**src/rtl/spi_master_ctrl.sv**
```systemverilog
// Single-byte SPI master: turns a req/ready handshake into a 10-period
// command+data+trailer frame on ssel/sclk/mosi and captures miso LSB first.
module spi_master_ctrl #(
    parameter int CLK_DIV = 4
) (
    input  logic       clk,
    input  logic       rst,
    input  logic       req,
    input  logic       wr,
    input  logic [7:0] wdata,
    output logic       ready,
    output logic       done,
    output logic [7:0] rdata,
    output logic       sclk,
    output logic       ssel,
    output logic       mosi,
    input  logic       miso
);

    localparam int DW = (CLK_DIV > 1) ? $clog2(CLK_DIV) : 1;

    typedef enum logic [1:0] {IDLE, XFER, HOLD, DONE} state_t;

    state_t     state, state_n;
    logic [DW-1:0] div, div_n;
    logic [3:0] fcnt, fcnt_n;
    logic [7:0] txsr, txsr_n;
    logic [7:0] shadow, shadow_n;
    logic [7:0] rdata_n;
    logic       wr_q, wr_q_n;
    logic       ready_n, done_n, sclk_n, ssel_n, mosi_n;
    logic       wrap;

    assign wrap = (div == DW'(CLK_DIV - 1));

    always_ff @(posedge clk) begin
        if (rst) begin
            state  <= IDLE;
            div    <= '0;
            fcnt   <= '0;
            txsr   <= '0;
            shadow <= '0;
            wr_q   <= 1'b0;
            ready  <= 1'b1;
            done   <= 1'b0;
            rdata  <= '0;
            sclk   <= 1'b0;
            ssel   <= 1'b1;
            mosi   <= 1'b0;
        end else begin
            state  <= state_n;
            div    <= div_n;
            fcnt   <= fcnt_n;
            txsr   <= txsr_n;
            shadow <= shadow_n;
            wr_q   <= wr_q_n;
            ready  <= ready_n;
            done   <= done_n;
            rdata  <= rdata_n;
            sclk   <= sclk_n;
            ssel   <= ssel_n;
            mosi   <= mosi_n;
        end
    end

    always_comb begin
        state_n  = state;
        div_n    = div;
        fcnt_n   = fcnt;
        txsr_n   = txsr;
        shadow_n = shadow;
        wr_q_n   = wr_q;
        ready_n  = ready;
        done_n   = 1'b0;
        rdata_n  = rdata;
        sclk_n   = sclk;
        ssel_n   = ssel;
        mosi_n   = mosi;
        case (state)
            IDLE: begin
                ready_n = 1'b1;
                if (req) begin
                    state_n = XFER;
                    ready_n = 1'b0;
                    wr_q_n  = wr;
                    txsr_n  = wdata;
                    div_n   = '0;
                    fcnt_n  = '0;
                    ssel_n  = 1'b0;
                    sclk_n  = 1'b0;
                    mosi_n  = wr;
                end
            end
            XFER: begin
                if (wrap) begin
                    div_n  = '0;
                    sclk_n = ~sclk;
                    // sclk high -> this toggle is a falling edge; fcnt counts completed periods
                    if (sclk) begin
                        fcnt_n = fcnt + 4'd1;
                        if (!wr_q && fcnt >= 4'd1 && fcnt <= 4'd8)
                            shadow_n = {miso, shadow[7:1]};
                        if (wr_q && fcnt <= 4'd7) begin
                            mosi_n = txsr[7];
                            txsr_n = {txsr[6:0], 1'b0};
                        end else begin
                            mosi_n = 1'b0;
                        end
                        if (fcnt == 4'd9)
                            state_n = HOLD;
                    end
                end else begin
                    div_n = div + DW'(1);
                end
            end
            HOLD: begin
                if (wrap) begin
                    div_n   = '0;
                    state_n = DONE;
                    ssel_n  = 1'b1;
                    done_n  = 1'b1;
                    if (!wr_q)
                        rdata_n = shadow;
                end else begin
                    div_n = div + DW'(1);
                end
            end
            DONE: begin
                state_n = IDLE;
                ready_n = 1'b1;
            end
            default: state_n = IDLE;
        endcase
    end

endmodule

```
**config.mk**
```make
export PLATFORM = sky130hd
export DESIGN_NAME = spi_master_ctrl
export DESIGN_NICKNAME = d
export VERILOG_FILES = /design/src/rtl/spi_master_ctrl.sv
export SDC_FILE = /design/constraint.sdc
export NUM_CORES = 1
export LEC_CHECK = 0
export ABC_CLOCK_PERIOD_IN_PS = 3800
export CORE_UTILIZATION = 45
export CTS_CLUSTER_SIZE = 28
export DETAILED_ROUTE_END_ITERATION = 12
export PLACE_DENSITY = 0.68
export SKIP_CTS_REPAIR_TIMING = 1
export SLEW_MARGIN = 20
export SYNTH_ARGS = -nofsm -noshare
export SYNTH_HDL_FRONTEND = slang
export SYNTH_SLANG_ARGS = --single-unit
```
**constraint.sdc**
```tcl
create_clock -name clk -period 3.8 [get_ports clk]
set_input_delay 0.57 -clock clk [delete_from_list [all_inputs] [get_ports clk]]
set_output_delay 0.57 -clock clk [all_outputs]
set_load 0.01 [all_outputs]
```
==> results of run 1 <==
[report_power, final]
group / switching [mW] / internal (mW) / total (mW)
logic: 0.263 / 0.200 / 0.463
registers: 0.0410 / 0.460 / 0.501
clock network: 0.140 / 0.280 / 0.420
[cells in the final DEF, fill, tap and decap left out, types with 3 or more instances in the layout]
cell type,Yosys,final
dfxtp_1,38,38
nor2_1,35,35
clkdlybuf4s50_1,0,25
mux2i_1,23,23
ha_1,9,9
nand2_1,7,7
clkbuf_8,0,6
nand2b_1,5,5
a21oi_1,5,5
a211oi_1,5,5
inv_1,4,4
o21ai_0,4,4
xnor2_1,3,3
a211oi_2,3,3
[metrics by stage]
stage / hold WS (ps) / worst slack, ps / instance area, um2
final: 477 / 1380 / 2180
after global routing: 504 / 1050 / 2180
after CTS: 483 / 1350 / 2180
after detailed placement: 472 / 1370 / 2030
after global placement: 459 / 1500 / 2030
after floorplan: 450 / 2130 / 1770
[routing by layer]
layer / up-vias / GRT usage, % / share of wire [%] / routed length (um)
met3: 8 / 4.23 / 2.4 / 81
met2: 18 / 30.5 / 47 / 1560
met5: - / 0 / 0 / 0
met4: 0 / 9.44 / 1.9 / 65
li1: 668 / - / - / -
met1: 631 / 22.8 / 49 / 1640
[area by class of cell]
type,count,share of cell area (%)
clock inverter,2,2.76
tap,48,2.76
multi-input combinational,129,43.2
clock buffer,6,3.79
sequential,38,34.9
inverter,4,0.690
timing repair buffer,26,11.8
[synthesized netlist by cell type, drive strengths merged]
cell type and n:
ha 9, nor4b 1, o21bai 2, a31oi 2
a311oi 1, a211oi 10, nor3 1, nand4 1
xnor2 3, or2 1, mux2i 24, a21boi 1
o21a 1, a21oi 5, nand3b 2, or2b 1
o21ai 4, nand3 2, dfxtp 38, inv 4
and3 1, nor2 35, a31o 1, a32oi 2
nand4b 2, clkbuf 4, nand2b 5, buf 6
mux2 1, nor3b 2, nor2b 2, nand2 7
[worst max path at each step]
| stage | to | slack, ps |
|---|---|---|
| global route | txsr[1] | 1050 |
| detailed placement | txsr[2] | 1370 |
| floorplan | txsr[7] | 2130 |
| CTS | txsr[2] | 1350 |
| finish | txsr[1] | 1380 |
| global placement | txsr[0] | 1500 |
[worst max-delay path, delay by kind of cell (launching register included)]
family / cells / cell delay [ps]
AO/OA/AOI/OAI: 2 / 830
adder cells (fa/ha/maj): 1 / 670
flip-flops: 1 / 330
multiplexers: 1 / 290
buffers and inverters: 1 / 100
AND/OR/NAND/NOR: 1 / 90
[sequential cells by signal (all words and copies together) (netlist names)]
register	count
txsr	8
wr_q	1
done	1
fcnt	4
rdata	8
shadow	8
state	2
sclk	1
div	2
ssel	1
ready	1
mosi	1
[cell families (layout without fill, tap and decap cells)]
family                   Yosys count  count (layout)
adder cells (fa/ha/maj)            9               9
XOR/XNOR                           3               3
AND/OR/NAND/NOR                   63              63
multiplexers                      25              25
flip-flops                        38              38
AO/OA/AOI/OAI                     29              29
buffers and inverters             14              38
==> impl_metrics.json, run 1 <==
{
  "status": "finished clean",
  "cpPeakStageDelay_ps": 670,
  "multiInputGateArea_um2": 941,
  "num_vias": 1325,
  "r2r_end": "txsr[1]",
  "slew_violations": 0,
  "synth-compound-area-share_pct": 13.6,
  "fin_crit_ps": 2420,
  "crit_path_start_kind": "register",
  "worstPathArrival_ps": 2610,
  "synth-xor-area-share_pct": 1.48,
  "cap_violations": 0,
  "synthTopCellsByArea": "dfxtp_1, mux2i_1, nor2_1",
  "grt_usage_pct": 18.7,
  "clk_pin_slew_ps": 70,
  "setup_viol": 0,
  "final_antenna_net_count": 0,
  "dpl.hpwl_um": 2430,
  "synth_nets": 203,
  "wl_per_cell_um": 13.2,
  "initial_core_util_pct": 47.7,
  "min_from": "txsr[0]",
  "synth.top_cell.area_share_pct": 42.9,
  "synth_top_family_by_area": "simple AND/OR/NAND/NOR gates",
  "synth_cell_types": 38,
  "skew_ps": 5.69,
  "setup.worst_path.start": "state[1]",
  "ys_warn_count": 0,
  "hold_path_end": "txsr[0]",
  "p_total_mw": 1.38,
  "die_w_um": 64.7,
  "finalHoldViolCount": 0,
  "postSynthAreaPerCell_um2": 9.79,
  "grt_pass1_wl_um": 5990,
  "cts_max_level": 2,
  "insertion_delay_ps": 290,
  "num-fill-cells": 319,
  "die_area_mm2": 0.00419,
  "timing.rr.start": "state[1]",
  "post_synth_fa_ha_maj_area_fraction_pct": 6.36,
  "numCtsBuffers": 5,
  "fin_crit_sh_pct": 63.7,
  "row_count": 22,
  "synth_top_area_cell": "dfxtp_1",
  "hp-class": "register to register",
  "rsz0062_at_grt": "false",
  "critPathSlowestCell": "ha_1",
  "path_class": "register to register",
  "place_inst": 245,
  "cts_buffer_depth": 2,
  "drtIter0Drc": 94,
  "fp.dieH_um": 64.7,
  "rrSetupSlack_ps": 1380,
  "crit_fanout": 18,
  "reg2reg_depth": 6,
  "syn_area_mm2": 0.00177,
  "dr.pass1.iters": 4,
  "gr-total-overflow": 0,
  "clock_sinks": 38,
  "yosys.area_share.simple_pct": 17.2,
  "fin_cells": 253,
  "cellLeakagePower_nw": 0.836,
  "hold_depth": 2,
  "crit_chain": "inv_1 > ha_1 > mux2i_2 > a211oi_4 > nor2_1 > a211oi_1",
  "grt_max_degree": 24,
  "utilization_pct": 58.6,
  "setup_tns_ps": 0,
  "peakVddDrop_uv": 242,
  "syn2layout_area_growth_pct": 22.9,
  "synth_cells": 181,
  "power_density_mw_per_mm2": 636,
  "gp_congestion": 0.760,
  "cts_tree": "done",
  "drc": 0,
  "vias_per_cell": 5.24,
  "fp.coreArea_mm2": 0.00372,
  "antenna_found_initial": 0,
  "cts_root_buffer": "clkbuf_8",
  "wl_um": 3350,
  "cp-end-kind": "register",
  "seq_area_frac_synth_pct": 42.9,
  "port_buffers": 25,
  "fmaxAchievable_mhz": 413,
  "crit_required_ps": 3990,
  "seq_area_um2": 761,
  "ioPinCount": 26,
  "maxSlewHeadroom_pct": 42.0,
  "tightest_slew_ps": 868,
  "ys_ff_latch": 38,
  "nets": 226,
  "n_antenna_cell": 0,
  "grt_pass1_vias": 1373,
  "layout-drive-gt1-share_pct": 9.76,
  "synth.mux.area_fraction_pct": 14.4
}
No activity file was read; power rests on OpenSTA's default activity.
==> run 2, diff against run 1 <==
--- a/config.mk
+++ b/config.mk
@@ -5,11 +5,11 @@
 export SDC_FILE = /design/constraint.sdc
 export NUM_CORES = 1
 export LEC_CHECK = 0
-export ABC_CLOCK_PERIOD_IN_PS = 3800
+export ABC_CLOCK_PERIOD_IN_PS = 2100
 export CORE_UTILIZATION = 45
 export CTS_CLUSTER_SIZE = 28
 export DETAILED_ROUTE_END_ITERATION = 12
-export PLACE_DENSITY = 0.68
+export PLACE_DENSITY = 0.71
 export SKIP_CTS_REPAIR_TIMING = 1
 export SLEW_MARGIN = 20
 export SYNTH_ARGS = -nofsm -noshare
==> constraint.sdc (replaced) <==
create_clock -name clk -period 2.1 [get_ports clk]
set_input_delay 0.315 -clock clk [delete_from_list [all_inputs] [get_ports clk]]
set_output_delay 0.315 -clock clk [all_outputs]
set_load 0.01 [all_outputs]
==> run 2 against run 1 <==
Effect of this change: sequential cell count stayed put; core utilization stayed put; combinational power is 88% higher; maximum frequency is 27% higher; highest routed layer unchanged.
==> impl_metrics.json, run 2 (synthesis gave the netlist of run 1 again) <==
{
  "die_w_um": 64.7,
  "fin_ws_ps": 188,
  "numCtsBuffers": 5,
  "wl_per_cell_um": 12.7,
  "initial_core_util_pct": 47.7,
  "port_buffers": 25,
  "crit_path_start_kind": "register",
  "status": "finished clean",
  "grt_pass1_wl_um": 5800,
  "grt_max_degree": 23,
  "gr-total-overflow": 0,
  "peakVddDrop_uv": 943,
  "layout-drive-gt1-share_pct": 11.1,
  "die_area_mm2": 0.00419,
  "hold_path_end": "txsr[0]",
  "nets": 230,
  "n_antenna_cell": 0,
  "clk_pin_slew_ps": 70,
  "gp_congestion": 0.821,
  "setup_viol": 0,
  "rsz0062_at_grt": "false",
  "cap_violations": 0,
  "cp-end-kind": "register",
  "fin_crit_ps": 1910,
  "final_cell_mix": "dfxtp_1, nor2_1, clkdlybuf4s50_1, mux2i_1, ha_1",
  "grt_pass1_vias": 1273,
  "antenna_found_initial": 0,
  "grt_usage_pct": 18.5,
  "fp.dieH_um": 64.7,
  "syn2layout_area_growth_pct": 22.9,
  "wl_met2_um": 1530,
  "worstPathArrival_ps": 2100,
  "reg_top3": "rdata x8, shadow x8, txsr x8",
  "fin_crit_sh_pct": 91.0,
  "fin_cells": 256,
  "row_count": 22,
  "skew_ps": 3.57,
  "reg2reg_depth": 6,
  "met3_length_um": 130,
  "path_class": "register to register",
  "cts_buffer_depth": 2,
  "timing.rr.start": "state[1]",
  "hold_depth": 2,
  "min_from": "txsr[0]",
  "num_vias": 1319,
  "crit_required_ps": 2290,
  "met1_length_um": 1580,
  "slew_violations": 0,
  "fp.coreArea_mm2": 0.00372,
  "final_antenna_net_count": 0,
  "fmaxAchievable_mhz": 523,
  "vias_per_cell": 5.15,
  "utilization_pct": 58.6,
  "maxSlewHeadroom_pct": 57.7,
  "cts_max_level": 2,
  "final_common_cell": "dfxtp_1",
  "drc": 0,
  "dpl.hpwl_um": 2410,
  "cellLeakagePower_nw": 0.842,
  "power_density_mw_per_mm2": 1100,
  "wl_um": 3260,
  "dr.pass1.iters": 4,
  "rrSetupSlack_ps": 190,
  "cts_tree": "done",
  "tightest_slew_ps": 627,
  "crit_fanout": 12,
  "dp_slack_ps": 248,
  "place_inst": 249,
  "ioPinCount": 26,
  "num-fill-cells": 318,
  "r2r_end": "state[0]",
  "hp-class": "register to register",
  "drtIter0Drc": 49,
  "clock_sinks": 38,
  "cts_root_buffer": "clkbuf_8",
  "topRoutingLayerUsed": "met4",
  "setup_tns_ps": 0,
  "insertion_delay_ps": 290,
  "finalHoldViolCount": 0
}
-- run 2: critical path: stages, from the launching register on --
cell	delay (ps)
dfxtp_1	330
inv_1	100
ha_1	300
buf_4	280
o21ai_0	280
and3_1	280
a211oi_1	240
-- run 2: area by class of cell --
class	instances	area [um2]	area share (%)
clock inverters	1	30.0	1.38
repair buffers	30	288	13.2
clock buffers	6	82.6	3.79
inverters	4	15.0	0.690
multi-input cells	129	941	43.2
flip-flops and latches	38	761	34.9
well taps	48	60.1	2.76
-- run 2: stage by stage --
stage	area, um2	hold WS [ps]	total power [mW]
6_report	2180	486	2.40
5_1_grt	2180	515	2.57
4_1_cts	2180	489	2.42
3_5_place_dp	2060	472	1.79
3_3_place_gp	2060	463	1.74
2_1_floorplan	1770	450	1.59
-- run 2: worst max-delay path by stage --
stage,endpoint,startpoint,slack (ps)
2_1_floorplan,txsr[7],state[1],430
3_3_place_gp,txsr[1],req,330
3_5_place_dp,state[0],state[1],250
4_1_cts,state[0],state[1],210
5_1_grt,state[0],state[1],30
6_report,state[0],state[1],190
-- run 2: per-layer routing --
layer  up-vias  track usage, %
met3         2            6.34
met1       618            22.6
met2        16            28.8
met4         0            8.61
li1        683               -
met5         -               0
-- run 2: where the power goes --
| group | switching [mW] | total [mW] | internal (mW) |
|---|---|---|---|
| Combinational | 0.485 | 0.869 | 0.384 |
| Sequential | 0.0764 | 0.909 | 0.832 |
| Clock | 0.246 | 0.625 | 0.380 |
| Total | 0.807 | 2.40 | 1.60 |
